## config.mk

```make
export PLATFORM = sky130hd
export DESIGN_NAME = lpc_encode_sequencer
export DESIGN_NICKNAME = d
export VERILOG_FILES = /design/src/rtl/lpc_encode_sequencer.sv
export SDC_FILE = /design/constraint.sdc
export NUM_CORES = 1
export LEC_CHECK = 0
export BUFFER_PORTS_ARGS = -buffer_cell sky130_fd_sc_hd__buf_2
export CAP_MARGIN = 20
export CORE_MARGIN = 1
export CORE_UTILIZATION = 25
export DETAILED_ROUTE_END_ITERATION = 8
export PLACE_DENSITY = 0.53
export SKIP_CTS_REPAIR_TIMING = 1
export SLEW_MARGIN = 20
export SYNTH_ARGS = -nofsm -noshare
export SYNTH_HDL_FRONTEND = slang
export SYNTH_SLANG_ARGS = --single-unit
export TNS_END_PERCENT = 30
```

## constraint.sdc

```tcl
create_clock -name clk -period 1.8 [get_ports clk]
set_input_delay 0.36 -clock clk [delete_from_list [all_inputs] [get_ports clk]]
set_output_delay 0.36 -clock clk [all_outputs]
set_load 0.02 [all_outputs]
```

## src/rtl/lpc_encode_sequencer.sv

```systemverilog
// Multi-frame LPC encode sequencer: autocorrelation -> Levinson -> inverse filter per frame.
// Optional stall watchdog enabled by defining LPC_SEQ_WATCHDOG_EN.
//
// state        | meaning
// IDLE         | waiting for start
// AC_START     | autocorrelation start pulse
// AC_RUN       | waiting for ready_autocorrelation
// LEV_START    | Levinson-Durbin start pulse
// LEV_RUN      | waiting for ready_levinson
// IF_START     | inverse filter start pulse
// IF_RUN       | waiting for ready_ifilter
// FRAME_END    | frame completed, frame_done pulse
// WAIT_FRAME   | waiting for next frame's samples
// ERROR        | stage stalled (watchdog only), sticky until abort/reset
module lpc_encode_sequencer #(
  parameter int FRAME_W   = 8,
  parameter int TIMEOUT_W = 16,
  parameter int TIMEOUT   = 4096
) (
  input  logic               clk,
  input  logic               reset,
  input  logic               start,
  input  logic               abort,
  input  logic [FRAME_W-1:0] num_frames,
  input  logic               frame_ready,
  input  logic               ready_autocorrelation,
  input  logic               ready_levinson,
  input  logic               ready_ifilter,
  output logic               reset_autocorrelation,
  output logic               reset_levinson,
  output logic               reset_ifilter,
  output logic               a_rsel_sel,
  output logic               x_raddr_sel,
  output logic               busy,
  output logic               frame_done,
  output logic               done,
  output logic [FRAME_W-1:0] frame_index,
  output logic               error,
  output logic [1:0]         error_stage
);

  typedef enum logic [3:0] {
    S_IDLE, S_AC_START, S_AC_RUN, S_LEV_START, S_LEV_RUN,
    S_IF_START, S_IF_RUN, S_FRAME_END, S_WAIT_FRAME, S_ERROR
  } state_t;

  state_t             state_q, state_d;
  logic [FRAME_W-1:0] frame_index_q, frame_index_d;
  logic [FRAME_W-1:0] count_q, count_d;
  logic [FRAME_W-1:0] frame_inc;
  logic               frame_done_d, done_d;

`ifdef LPC_SEQ_WATCHDOG_EN
  // Down-counter loaded on RUN entry; terminal count of 1 means this is the TIMEOUT-th stalled cycle.
  localparam logic [TIMEOUT_W-1:0] WD_LOAD = TIMEOUT_W'(TIMEOUT);
  localparam logic [TIMEOUT_W-1:0] WD_LAST = TIMEOUT_W'(1);
  logic [TIMEOUT_W-1:0] wd_q, wd_d;
  logic [1:0]           err_stage_q, err_stage_d;
`endif

  assign frame_inc   = frame_index_q + 1'b1;
  assign frame_index = frame_index_q;

  always_comb begin
    state_d       = state_q;
    frame_index_d = frame_index_q;
    count_d       = count_q;
    frame_done_d  = 1'b0;
    done_d        = 1'b0;
`ifdef LPC_SEQ_WATCHDOG_EN
    wd_d        = wd_q;
    err_stage_d = err_stage_q;
`endif
    case (state_q)
      S_IDLE: begin
        if (start) begin
          state_d       = S_AC_START;
          count_d       = num_frames;
          frame_index_d = '0;
        end
      end
      S_AC_START: begin
        state_d = S_AC_RUN;
`ifdef LPC_SEQ_WATCHDOG_EN
        wd_d = WD_LOAD;
`endif
      end
      S_AC_RUN: begin
        if (ready_autocorrelation) state_d = S_LEV_START;
`ifdef LPC_SEQ_WATCHDOG_EN
        else if (wd_q == WD_LAST) begin
          state_d     = S_ERROR;
          err_stage_d = 2'd1;
        end else wd_d = wd_q - 1'b1;
`endif
      end
      S_LEV_START: begin
        state_d = S_LEV_RUN;
`ifdef LPC_SEQ_WATCHDOG_EN
        wd_d = WD_LOAD;
`endif
      end
      S_LEV_RUN: begin
        if (ready_levinson) state_d = S_IF_START;
`ifdef LPC_SEQ_WATCHDOG_EN
        else if (wd_q == WD_LAST) begin
          state_d     = S_ERROR;
          err_stage_d = 2'd2;
        end else wd_d = wd_q - 1'b1;
`endif
      end
      S_IF_START: begin
        state_d = S_IF_RUN;
`ifdef LPC_SEQ_WATCHDOG_EN
        wd_d = WD_LOAD;
`endif
      end
      S_IF_RUN: begin
        if (ready_ifilter) begin
          state_d       = S_FRAME_END;
          frame_index_d = frame_inc;
          frame_done_d  = 1'b1;
          done_d        = (count_q != '0) && (frame_inc == count_q);
        end
`ifdef LPC_SEQ_WATCHDOG_EN
        else if (wd_q == WD_LAST) begin
          state_d     = S_ERROR;
          err_stage_d = 2'd3;
        end else wd_d = wd_q - 1'b1;
`endif
      end
      S_FRAME_END: begin
        // done is registered on FRAME_END entry, so it already marks the final frame here
        if (done)             state_d = S_IDLE;
        else if (frame_ready) state_d = S_AC_START;
        else                  state_d = S_WAIT_FRAME;
      end
      S_WAIT_FRAME: begin
        if (frame_ready) state_d = S_AC_START;
      end
      S_ERROR: state_d = S_ERROR;
      default: state_d = S_IDLE;
    endcase

    if (abort) begin
      state_d       = S_IDLE;
      frame_index_d = frame_index_q;
      count_d       = count_q;
      frame_done_d  = 1'b0;
      done_d        = 1'b0;
`ifdef LPC_SEQ_WATCHDOG_EN
      err_stage_d = 2'd0;
`endif
    end
  end

  // Outputs are decoded from the next state so they line up with the state they describe.
  always_ff @(posedge clk) begin
    if (reset) begin
      state_q               <= S_IDLE;
      frame_index_q         <= '0;
      count_q               <= '0;
      reset_autocorrelation <= 1'b0;
      reset_levinson        <= 1'b0;
      reset_ifilter         <= 1'b0;
      a_rsel_sel            <= 1'b0;
      x_raddr_sel           <= 1'b0;
      busy                  <= 1'b0;
      frame_done            <= 1'b0;
      done                  <= 1'b0;
`ifdef LPC_SEQ_WATCHDOG_EN
      wd_q        <= '0;
      err_stage_q <= 2'd0;
      error       <= 1'b0;
`endif
    end else begin
      state_q               <= state_d;
      frame_index_q         <= frame_index_d;
      count_q               <= count_d;
      reset_autocorrelation <= (state_d == S_AC_START);
      reset_levinson        <= (state_d == S_LEV_START);
      reset_ifilter         <= (state_d == S_IF_START);
      a_rsel_sel            <= (state_d == S_IF_START) || (state_d == S_IF_RUN);
      x_raddr_sel           <= (state_d == S_IF_START) || (state_d == S_IF_RUN);
      busy                  <= (state_d != S_IDLE) && (state_d != S_ERROR);
      frame_done            <= frame_done_d;
      done                  <= done_d;
`ifdef LPC_SEQ_WATCHDOG_EN
      wd_q        <= wd_d;
      err_stage_q <= err_stage_d;
      error       <= (state_d == S_ERROR);
`endif
    end
  end

`ifdef LPC_SEQ_WATCHDOG_EN
  assign error_stage = err_stage_q;
`else
  assign error       = 1'b0;
  assign error_stage = 2'd0;
`endif

endmodule
```

==> results.txt, run 1 <==
run status -> finished, final reports clean
DR pass1 iterations -> 4
Worst setup SP type -> flip-flop
DRT iter0 DRCs -> 33
min Tclk post-route -> 1.691 ns
Clock Path Buffers -> 2
WL/cell -> 11.91 µm
synthesized cell area -> 0.001439 mm²
syn avg cell area -> 8.774 µm²
Port-buffer cells -> 31
Post-DP HPWL -> 2.477 mm
register area share after synthesis -> 37.57%
Ys Warns -> 0
LEAKAGE -> 0.0007584 µW
Largest stage delay, worst path -> 0.48 ns
clock latency on the worst-skew pair -> 0.28 ns
critical path data arrival time -> 1.87 ns
n_diodes -> 0
Int Pwr -> 827.5 µW
Required @ worst endpoint -> 1.98 ns
Top cell by count, worst path -> mux2_4
share of layout cells above drive strength 1 -> 28.00%
Ports -> 35
pre-CTS WS -> 0.1053 ns
Top FF cell, synth -> dfxtp_1
P_sw -> 279.4 µW
Post-synth EDFFs -> 0
Synth top area share -> 37.57%
full die area -> 0.006063 mm²
WL final -> 3.239 mm
Worst Clk Skew -> 0.008213 ns
initial antenna violation count -> 0
Clock Pin Slew Worst Setup and Hold Paths -> 0.10 ns
DP Cell Count -> 268
gpl congestion -> 0.7337
sw frac -> 25.24%
largest net degree at the start of global routing -> 20
Comb power frac -> 11.6%
DR DRC count -> 0
max-cap violations -> 0
fmax -> 591.2 MHz
Post-Synthesis Cells -> 164
setup ws final -> 0.1085 ns
Layout Nets -> 218
Clock Power Share -> 32.2%
Finished Layout Cells -> 272
first-pass GRT wire length -> 5.533 mm
Synth Register Bits -> 27
grt ovf -> 0
top layer reached by signal wires -> met4
Die X-Extent -> 77.87 µm
Max IR drop VDD -> 0.3144 mV
Layout area overhead -> 22.61%
CP max stage cell -> dfxtp_1
CTS Buf Count -> 3
met2 WL post-DR -> 1.588 mm
total number of vias -> 1,241
pwr dens -> 627.5 mW/mm²
Starting Density -> 25.97%
CP cell instances -> mux2i_1 > mux2_4 > o311ai_4 > nand2_2 > mux2_4
WL met3 -> 167 µm
Final Hold Fails -> 0
crit path buf inv count -> 0
top post-synthesis cells by area -> dfxtp_1 38%, xnor2_1 7.3%, nor2_1 6.8%
crit path kind -> flip-flop to flip-flop
CP top delay family -> multiplexers
critical path capture point type -> flip-flop
post-synth top area cell -> dfxtp_1
vias in the first global route -> 1,152
Seq pwr share -> 56.3%
Core ar. -> 0.005540 mm²
die height -> 77.87 µm
RSZ-0062 raised after global routing -> true
wl on met1 -> 1.450 mm
CP max FO -> 7
fin crit share -> 93.97%
H-tree levels -> 1
Root Buffer -> clkbuf_8
ys async rst share -> 0%
antenna-violating nets left -> 0
# rows -> 27
Vias/cell -> 4.563
pins over their slew limit -> 0
# setup viols final -> 0
Cell variety after synth -> 39
all-layer global routing usage -> 11.60%
CTS tree -> built
hold crit path type -> primary input to flip-flop
clock sinks -> 27
==> path summary, 6_finish.rpt <==
path | start | endpoint | slack, ns | cells after the start
hold / removal | num_frames[3] | count_q[3] | 0.31 | 3
hold reg to reg | frame_index[1] | frame_index[1] | 0.53 | 2
setup / recovery | state_q[2] | x_raddr_sel | 0.11 | 5
setup reg to reg | state_q[2] | x_raddr_sel | 0.11 | 5
==> flip-flops by register name, summed over array words and instances, names as in the netlist <==
signal and count:
count_q 8, frame_index 8, state_q 4, busy 1
done 1, frame_done 1, reset_autocorrelation 1, reset_ifilter 1
reset_levinson 1, x_raddr_sel 1
==> power by group through the flow <==
stage | Clock (µW) | Sequential [µW] | Combinational (µW)
3_3_place_gp | 0 | 637 | 126
5_1_grt | 394 | 626 | 140
4_1_cts | 367 | 624 | 127
2_1_floorplan | 0 | 635 | 92.2
3_5_place_dp | 0 | 638 | 126
6_report | 356 | 623 | 128
==> metrics by stage <==
stage               utilization (%)  setup TNS [ns]  cell area, µm²  power, µW  hold WS [ns]
finish                        31.84               0            1764       1107        0.3097
global placement              30.62               0            1697      763.5        0.5086
global route                  31.84       -0.002114            1764       1160        0.3077
detailed placement            30.62               0            1697      763.9        0.5142
CTS                           31.50               0            1745       1118        0.3053
floorplan                         -               0            1446      727.7        0.4431
==> per-layer routing <==
layer | global-route usage (%) | vias to the layer above
met5 | 0 | -
met4 | 3.396 | 0
met3 | 3.529 | 4
met2 | 19.65 | 29
met1 | 14.01 | 567
li1 | - | 641
==> worst min-delay path: cells and delay by family <==
kind,cells,cell delay (ns)
muxes,1,0.05
buffers and inverters,1,0.08
and+or+nand+nor,1,0.07
==> cells in the final DEF, fill, tap and decap left out, drive strengths merged, types with 2 or more instances in the layout <==
cell type  count
or2            2
buf           43
or4            2
conb           3
nand2          9
or3b           3
nor4           4
o21ai          6
dfxtp         27
a21oi         12
nor3           5
xor2           3
nor3b          2
inv            2
clkbuf         3
or3            3
mux2i          9
nor2b          4
nand3          5
nor2          26
nand4          2
xnor2         12
mux2           2
==> cell type report <==
type	instances	area, µm²
Multi-Input combinational cell	124	832.0
Tap cell	72	90.09
Sequential cell	27	540.5
Inverter	2	7.507
Timing Repair Buffer	43	245.2
Clock inverter	1	7.507
Clock buffer	3	41.29
Fill cell	601	3776
==> kinds of logic after synthesis <==
| logic type | count (synthesis) | share of synthesized area, % |
|---|---|---|
| flops | 27 | 37.57 |
| xor+xnor | 15 | 9.131 |
| compound gates | 25 | 11.83 |
| other cells | 1 | 0.2606 |
| mux | 11 | 8.348 |
| simple gates | 69 | 25.57 |
| fa+ha+maj | 1 | 0.8694 |
| buf+inv | 15 | 6.435 |
==> Yosys cell counts (5+ instances only) <==
cell,number
xnor2_1,12
mux2i_1,9
a21oi_1,12
nand3_1,5
nor2_1,26
nand2_1,8
dfxtp_1,27
o21ai_1,6
buf_2,5
Note: power is estimated with default switching activity, not from simulation.
==> inputs of run 2 (changes only) <==
- CORE_MARGIN: 1 -> 2
- REMOVE_ABC_BUFFERS: not set -> 1
==> run 2 against run 1 <==
Effect of this change:
- sequential share of layout area grew 0.76 points
- critical path type unchanged
- core utilization shrank 0.70 points
- worst hold slack gained 0.0070 ns
- sequential cell count is the same
- count of clock-buffer cells in the layout grew 1
- worst setup slack gained 0.013 ns
- clock power shrank 2%
- combinational power is essentially flat
- via count shrank 1.1%
- cell area shrank 2.2%
- power shrank 0.87%
- die area grew 5.2%
==> results.txt, run 2 (synthesis gave the netlist of run 1 again) <==
CTS Buf Count -> 3 (unchanged)
DRT iter0 DRCs -> 48 (was 33)
critical path capture point type -> flip-flop (unchanged)
Min-Delay Path Depth -> 3 (unchanged)
Fillers -> 618 (was 601)
post-route cell area -> 0.001725 mm² (was 0.001764 mm²)
# setup viols final -> 0 (unchanged)
DR DRC count -> 0 (unchanged)
fin crit share -> 93.27% (was 93.97%)
worst r2r src -> state_q[0] (was state_q[2])
LEAKAGE -> 0.0007326 µW (was 0.0007584 µW)
Int Pwr -> 827.0 µW (was 827.5 µW)
all-layer global routing usage -> 10.80% (was 11.60%)
Required @ worst endpoint -> 1.97 ns (was 1.98 ns)
n_diodes -> 0 (unchanged)
Die X-Extent -> 79.87 µm (was 77.87 µm)
fmax -> 595.6 MHz (was 591.2 MHz)
commonest non-fill, non-tap cell in the layout -> buf_2 (unchanged)
run status -> finished, final reports clean (unchanged)
Worst setup SP type -> flip-flop (unchanged)
DP Cell Count -> 265 (was 268)
crit path kind -> flip-flop to flip-flop (unchanged)
WL final -> 3.221 mm (was 3.239 mm)
RSZ-0062 raised after global routing -> false (was true)
reg2reg path depth -> 6 (was 5)
clock latency on the worst-skew pair -> 0.27 ns (was 0.28 ns)
full die area -> 0.006378 mm² (was 0.006063 mm²)
sw frac -> 24.63% (was 25.24%)
P_sw -> 270.3 µW (was 279.4 µW)
pwr dens -> 636.0 mW/mm² (was 627.5 mW/mm²)
largest net degree at the start of global routing -> 23 (was 20)
multi-input combinational cell area -> 818.3 µm² (was 832.0 µm²)
Clock Path Buffers -> 2 (unchanged)
vias in the first global route -> 1,157 (was 1,152)
Worst Clk Skew -> 0.005005 ns (was 0.008213 ns)
die height -> 79.87 µm (was 77.87 µm)
Post-DP HPWL -> 2.473 mm (was 2.477 mm)
Port-buffer cells -> 31 (unchanged)
Root Buffer -> clkbuf_8 (unchanged)
Vias/cell -> 4.561 (was 4.563)
Comb power frac -> 11.5% (was 11.6%)
Layout Nets -> 215 (was 218)
grt ovf -> 0 (unchanged)
share of layout cells above drive strength 1 -> 25.89% (was 28.00%)
antenna-violating nets left -> 0 (unchanged)
pins over their slew limit -> 0 (unchanged)
H-tree levels -> 1 (unchanged)
initial antenna violation count -> 0 (unchanged)
Layout area overhead -> 19.91% (was 22.61%)
# rows -> 27 (unchanged)
gpl congestion -> 0.7878 (was 0.7337)
Final Hold Fails -> 0 (unchanged)
most frequent cells in the layout -> 31 x buf_2, 26 x nor2_1, 26 x dfxtp_1, 12 x xnor2_1, 12 x a21oi_1 (was 31 x buf_2, 27 x dfxtp_1, 26 x nor2_1)
Core ar. -> 0.005540 mm² (unchanged)
Critical Path Source -> state_q[0] (was state_q[2])
WL/cell -> 11.97 µm (was 11.91 µm)
FF+latch area -> 541.8 µm² (was 540.5 µm²)
Ports -> 35 (unchanged)
DR pass1 iterations -> 4 (unchanged)
Clock Pin Slew Worst Setup and Hold Paths -> 0.09 ns (was 0.10 ns)
placed inst area -> 0.001674 mm² (was 0.001697 mm²)
Starting Density -> 25.97% (unchanged)
first-pass GRT wire length -> 5.354 mm (was 5.533 mm)
critical path data arrival time -> 1.85 ns (was 1.87 ns)
min Tclk post-route -> 1.679 ns (was 1.691 ns)
CP max FO -> 6 (was 7)
Max IR drop VDD -> 0.2946 mV (was 0.3144 mV)
Final Power -> 1097 µW (was 1107 µW)
Clock Power Share -> 31.7% (was 32.2%)
Final TNS setup -> 0 ns (unchanged)
clock sinks -> 27 (unchanged)
Seq pwr share -> 56.8% (was 56.3%)
CTS tree -> built (unchanged)
Finished Layout Cells -> 269 (was 272)
hold crit path type -> primary input to flip-flop (unchanged)
max-cap violations -> 0 (unchanged)
total number of vias -> 1,227 (was 1,241)
HP Start -> num_frames[2] (was num_frames[3])
==> run 2: power by group through the flow <==
stage / Combinational [µW] / Clock, µW / Sequential, µW
after floorplan: 73.1 / 0 / 639
after global placement: 125 / 0 / 637
after detailed placement: 126 / 0 / 637
after CTS: 127 / 365 / 623
after global routing: 140 / 393 / 625
final: 126 / 348 / 623
==> run 2: routing by layer <==
layer | GRT usage, % | routed length (µm) | up-vias
met5 | 0 | 0 | -
met4 | 3.220 | 17 | 0
met3 | 3.507 | 166 | 2
met2 | 17.73 | 1527 | 26
met1 | 13.44 | 1510 | 567
li1 | - | - | 632
==> run 2: critical path, stage by stage, from the launching register on <==
cell,delay (ns)
dfxtp_1,0.38
buf_4,0.19
o21a_1,0.19
o21ai_1,0.22
o311ai_4,0.16
nand2_2,0.14
mux2_4,0.30
==> run 2: metrics by stage <==
step	hold WS, ns	utilization [%]	setup WS, ns
global placement	0.5043	30.22	0.08355
CTS	0.3118	31.03	0.01761
detailed placement	0.5170	30.22	0.02911
floorplan	0.4291	-	0.1520
finish	0.3168	31.14	0.1211
global route	0.3283	31.14	0.005791
==> run 2: layout make-up <==
| type | instances | share of cell area, % |
|---|---|---|
| multi-input combinational | 124 | 47.43 |
| sequential | 27 | 31.40 |
| timing repair buffer | 40 | 12.91 |
| tap | 72 | 5.221 |
| clock buffer | 4 | 2.611 |
| inverter | 2 | 0.4351 |
==> run 2: worst paths after layout <==
kind,slack (ns),to
setup / recovery,0.12,x_raddr_sel
hold / removal,0.32,count_q[2]
setup reg to reg,0.12,x_raddr_sel
hold reg to reg,0.53,frame_index[1]
==> inputs of run 3 (changes only) <==
- CTS_BUF_LIST: not set -> sky130_fd_sc_hd__clkbuf_4 sky130_fd_sc_hd__clkbuf_8 sky130_fd_sc_hd__clkbuf_16
==> run 3 against run 2 <==
Effect of this change:
- count of clock-buffer cells in the layout unchanged
- die area unchanged
- register-to-register slack about the same
- largest power group unchanged
- highest routed layer unchanged
==> results.txt, run 3 (synthesis gave the netlist of run 1 again) <==
run status -> finished, final reports clean (unchanged)
gpl congestion -> 0.7878 (unchanged)
Vias/cell -> 4.565 (was 4.561)
DR DRC count -> 0 (unchanged)
clock sinks -> 27 (unchanged)
Ports -> 35 (unchanged)
fmax -> 595.0 MHz (was 595.6 MHz)
Largest stage delay, worst path -> 0.39 ns (was 0.38 ns)
post-route cell area -> 0.001729 mm² (was 0.001725 mm²)
reg-to-reg setup timing slack -> 0.12 ns (about the same)
Int Pwr -> 842.1 µW (was 827.0 µW)
reg2reg path depth -> 6 (unchanged)
CP top delay family -> compound AO/OA/AOI/OAI gates (unchanged)
worst r2r src -> state_q[0] (unchanged)
DP Cell Count -> 265 (unchanged)
Post-DP HPWL -> 2.473 mm (unchanged)
worst r2r dst -> x_raddr_sel (unchanged)
min Tclk post-route -> 1.681 ns (was 1.679 ns)
LEAKAGE -> 0.0007360 µW (was 0.0007326 µW)
full die area -> 0.006378 mm² (unchanged)
Port-buffer cells -> 31 (unchanged)
total number of vias -> 1,228 (was 1,227)
Layout area overhead -> 20.17% (was 19.91%)
most frequent cells in the layout -> 31 x buf_2, 26 x nor2_1, 26 x dfxtp_1, 12 x xnor2_1, 12 x a21oi_1 (unchanged)
# rows -> 27 (unchanged)
HP Start -> num_frames[2] (unchanged)
fin crit share -> 93.37% (was 93.27%)
Final Hold Fails -> 0 (unchanged)
vias in the first global route -> 1,157 (unchanged)
Core ar. -> 0.005540 mm² (unchanged)
share of layout cells above drive strength 1 -> 26.40% (was 25.89%)
WL final -> 3.218 mm (was 3.221 mm)
# setup viols final -> 0 (unchanged)
Starting Density -> 25.97% (unchanged)
all-layer global routing usage -> 10.80% (unchanged)
hold crit path type -> primary input to flip-flop (unchanged)
end point of the critical path -> x_raddr_sel (unchanged)
CP cell instances -> buf_4 > o21a_1 > o21ai_1 > o311ai_4 > nand2_2 > mux2_4 (unchanged)
Layout Nets -> 215 (unchanged)
clock latency on the worst-skew pair -> 0.27 ns (about the same)
Worst setup SP type -> flip-flop (unchanged)
DRT iter0 DRCs -> 33 (was 48)
Clock Pin Slew Worst Setup and Hold Paths -> 0.09 ns (about the same)
placed inst area -> 0.001674 mm² (unchanged)
max-cap violations -> 0 (unchanged)
Root Buffer -> clkbuf_8 (unchanged)
pwr dens -> 643.2 mW/mm² (was 636.0 mW/mm²)
critical path data arrival time -> 1.85 ns (about the same)
Finished Layout Cells -> 269 (unchanged)
largest net degree at the start of global routing -> 23 (unchanged)
sw frac -> 24.29% (was 24.63%)
CP max FO -> 6 (unchanged)
Seq pwr share -> 56.0% (was 56.8%)
first-pass GRT wire length -> 5.354 mm (unchanged)
RSZ-0062 raised after global routing -> false (unchanged)
crit path buf inv count -> 1 (unchanged)
Worst Clk Skew -> 0.004993 ns (was 0.005005 ns)
commonest non-fill, non-tap cell in the layout -> buf_2 (unchanged)
n_diodes -> 0 (unchanged)
Fillers -> 617 (was 618)
Clock Path Buffers -> 2 (unchanged)
Required @ worst endpoint -> 1.97 ns (about the same)
Final TNS setup -> 0 ns (unchanged)
Comb power frac -> 11.4% (was 11.5%)
CTS tree -> built (unchanged)
Stages on worst setup path -> 6 (unchanged)
H-tree levels -> 1 (unchanged)
Max IR drop VDD -> 0.2947 mV (was 0.2946 mV)
CTS Buf Count -> 3 (unchanged)
P_sw -> 270.1 µW (was 270.3 µW)
initial antenna violation count -> 0 (unchanged)
Die X-Extent -> 79.87 µm (unchanged)
critical path capture point type -> flip-flop (unchanged)
antenna-violating nets left -> 0 (unchanged)
crit path kind -> flip-flop to flip-flop (unchanged)
pins over their slew limit -> 0 (unchanged)
Clock Power Share -> 32.6% (was 31.7%)
WL/cell -> 11.96 µm (was 11.97 µm)
die height -> 79.87 µm (unchanged)
DR pass1 iterations -> 4 (unchanged)
Critical Path Source -> state_q[0] (unchanged)
CP max stage cell -> dfxtp_1 (unchanged)
grt ovf -> 0 (unchanged)
run 3: worst min-delay path by stage:
stage	cells past startpoint	end	slack, ns
floorplan	1	frame_index[1]	0.43
global placement	2	frame_index[1]	0.50
detailed placement	2	frame_index[1]	0.52
CTS	3	count_q[0]	0.31
global route	3	count_q[3]	0.33
finish	3	count_q[2]	0.32
run 3: stage by stage:
stage	utilization, %	hold slack [ns]	total power [µW]	setup slack [ns]
CTS	31.10	0.3118	1131	0.01761
global placement	30.22	0.5043	762.0	0.08355
finish	31.21	0.3168	1112	0.1193
global route	31.21	0.3283	1173	0.005780
floorplan	-	0.4291	712.6	0.1520
detailed placement	30.22	0.5170	763.3	0.02911
run 3: worst register-to-register path, delay by kind of cell (launching register included):
| family | cells | cell delay, ns |
|---|---|---|
| compound gates | 3 | 0.57 |
| flops | 1 | 0.39 |
| mux | 1 | 0.30 |
| buf+inv | 1 | 0.19 |
| simple gates | 1 | 0.14 |
run 3: final cells by class:
type	instances	area, µm²	area share [%]
multi-input cells	124	818.3	47.32
inverters	2	7.507	0.4342
repair buffers	40	222.7	12.88
well taps	72	90.09	5.210
flip-flops and latches	27	541.8	31.33
clock buffers	4	48.80	2.822
run 3: power by group through the flow:
| stage | registers (µW) | clock network [µW] | logic [µW] |
|---|---|---|---|
| 6_report | 623 | 363 | 126 |
| 5_1_grt | 625 | 408 | 140 |
| 2_1_floorplan | 639 | 0 | 73.1 |
| 3_5_place_dp | 637 | 0 | 126 |
| 4_1_cts | 623 | 381 | 127 |
| 3_3_place_gp | 637 | 0 | 125 |
run 3: routing by layer:
layer / part of all wire (%) / global-route usage, %
met1: 47 / 13.44
met4: 0.53 / 3.220
met5: 0 / 0
met3: 5.2 / 3.507
met2: 47 / 17.73
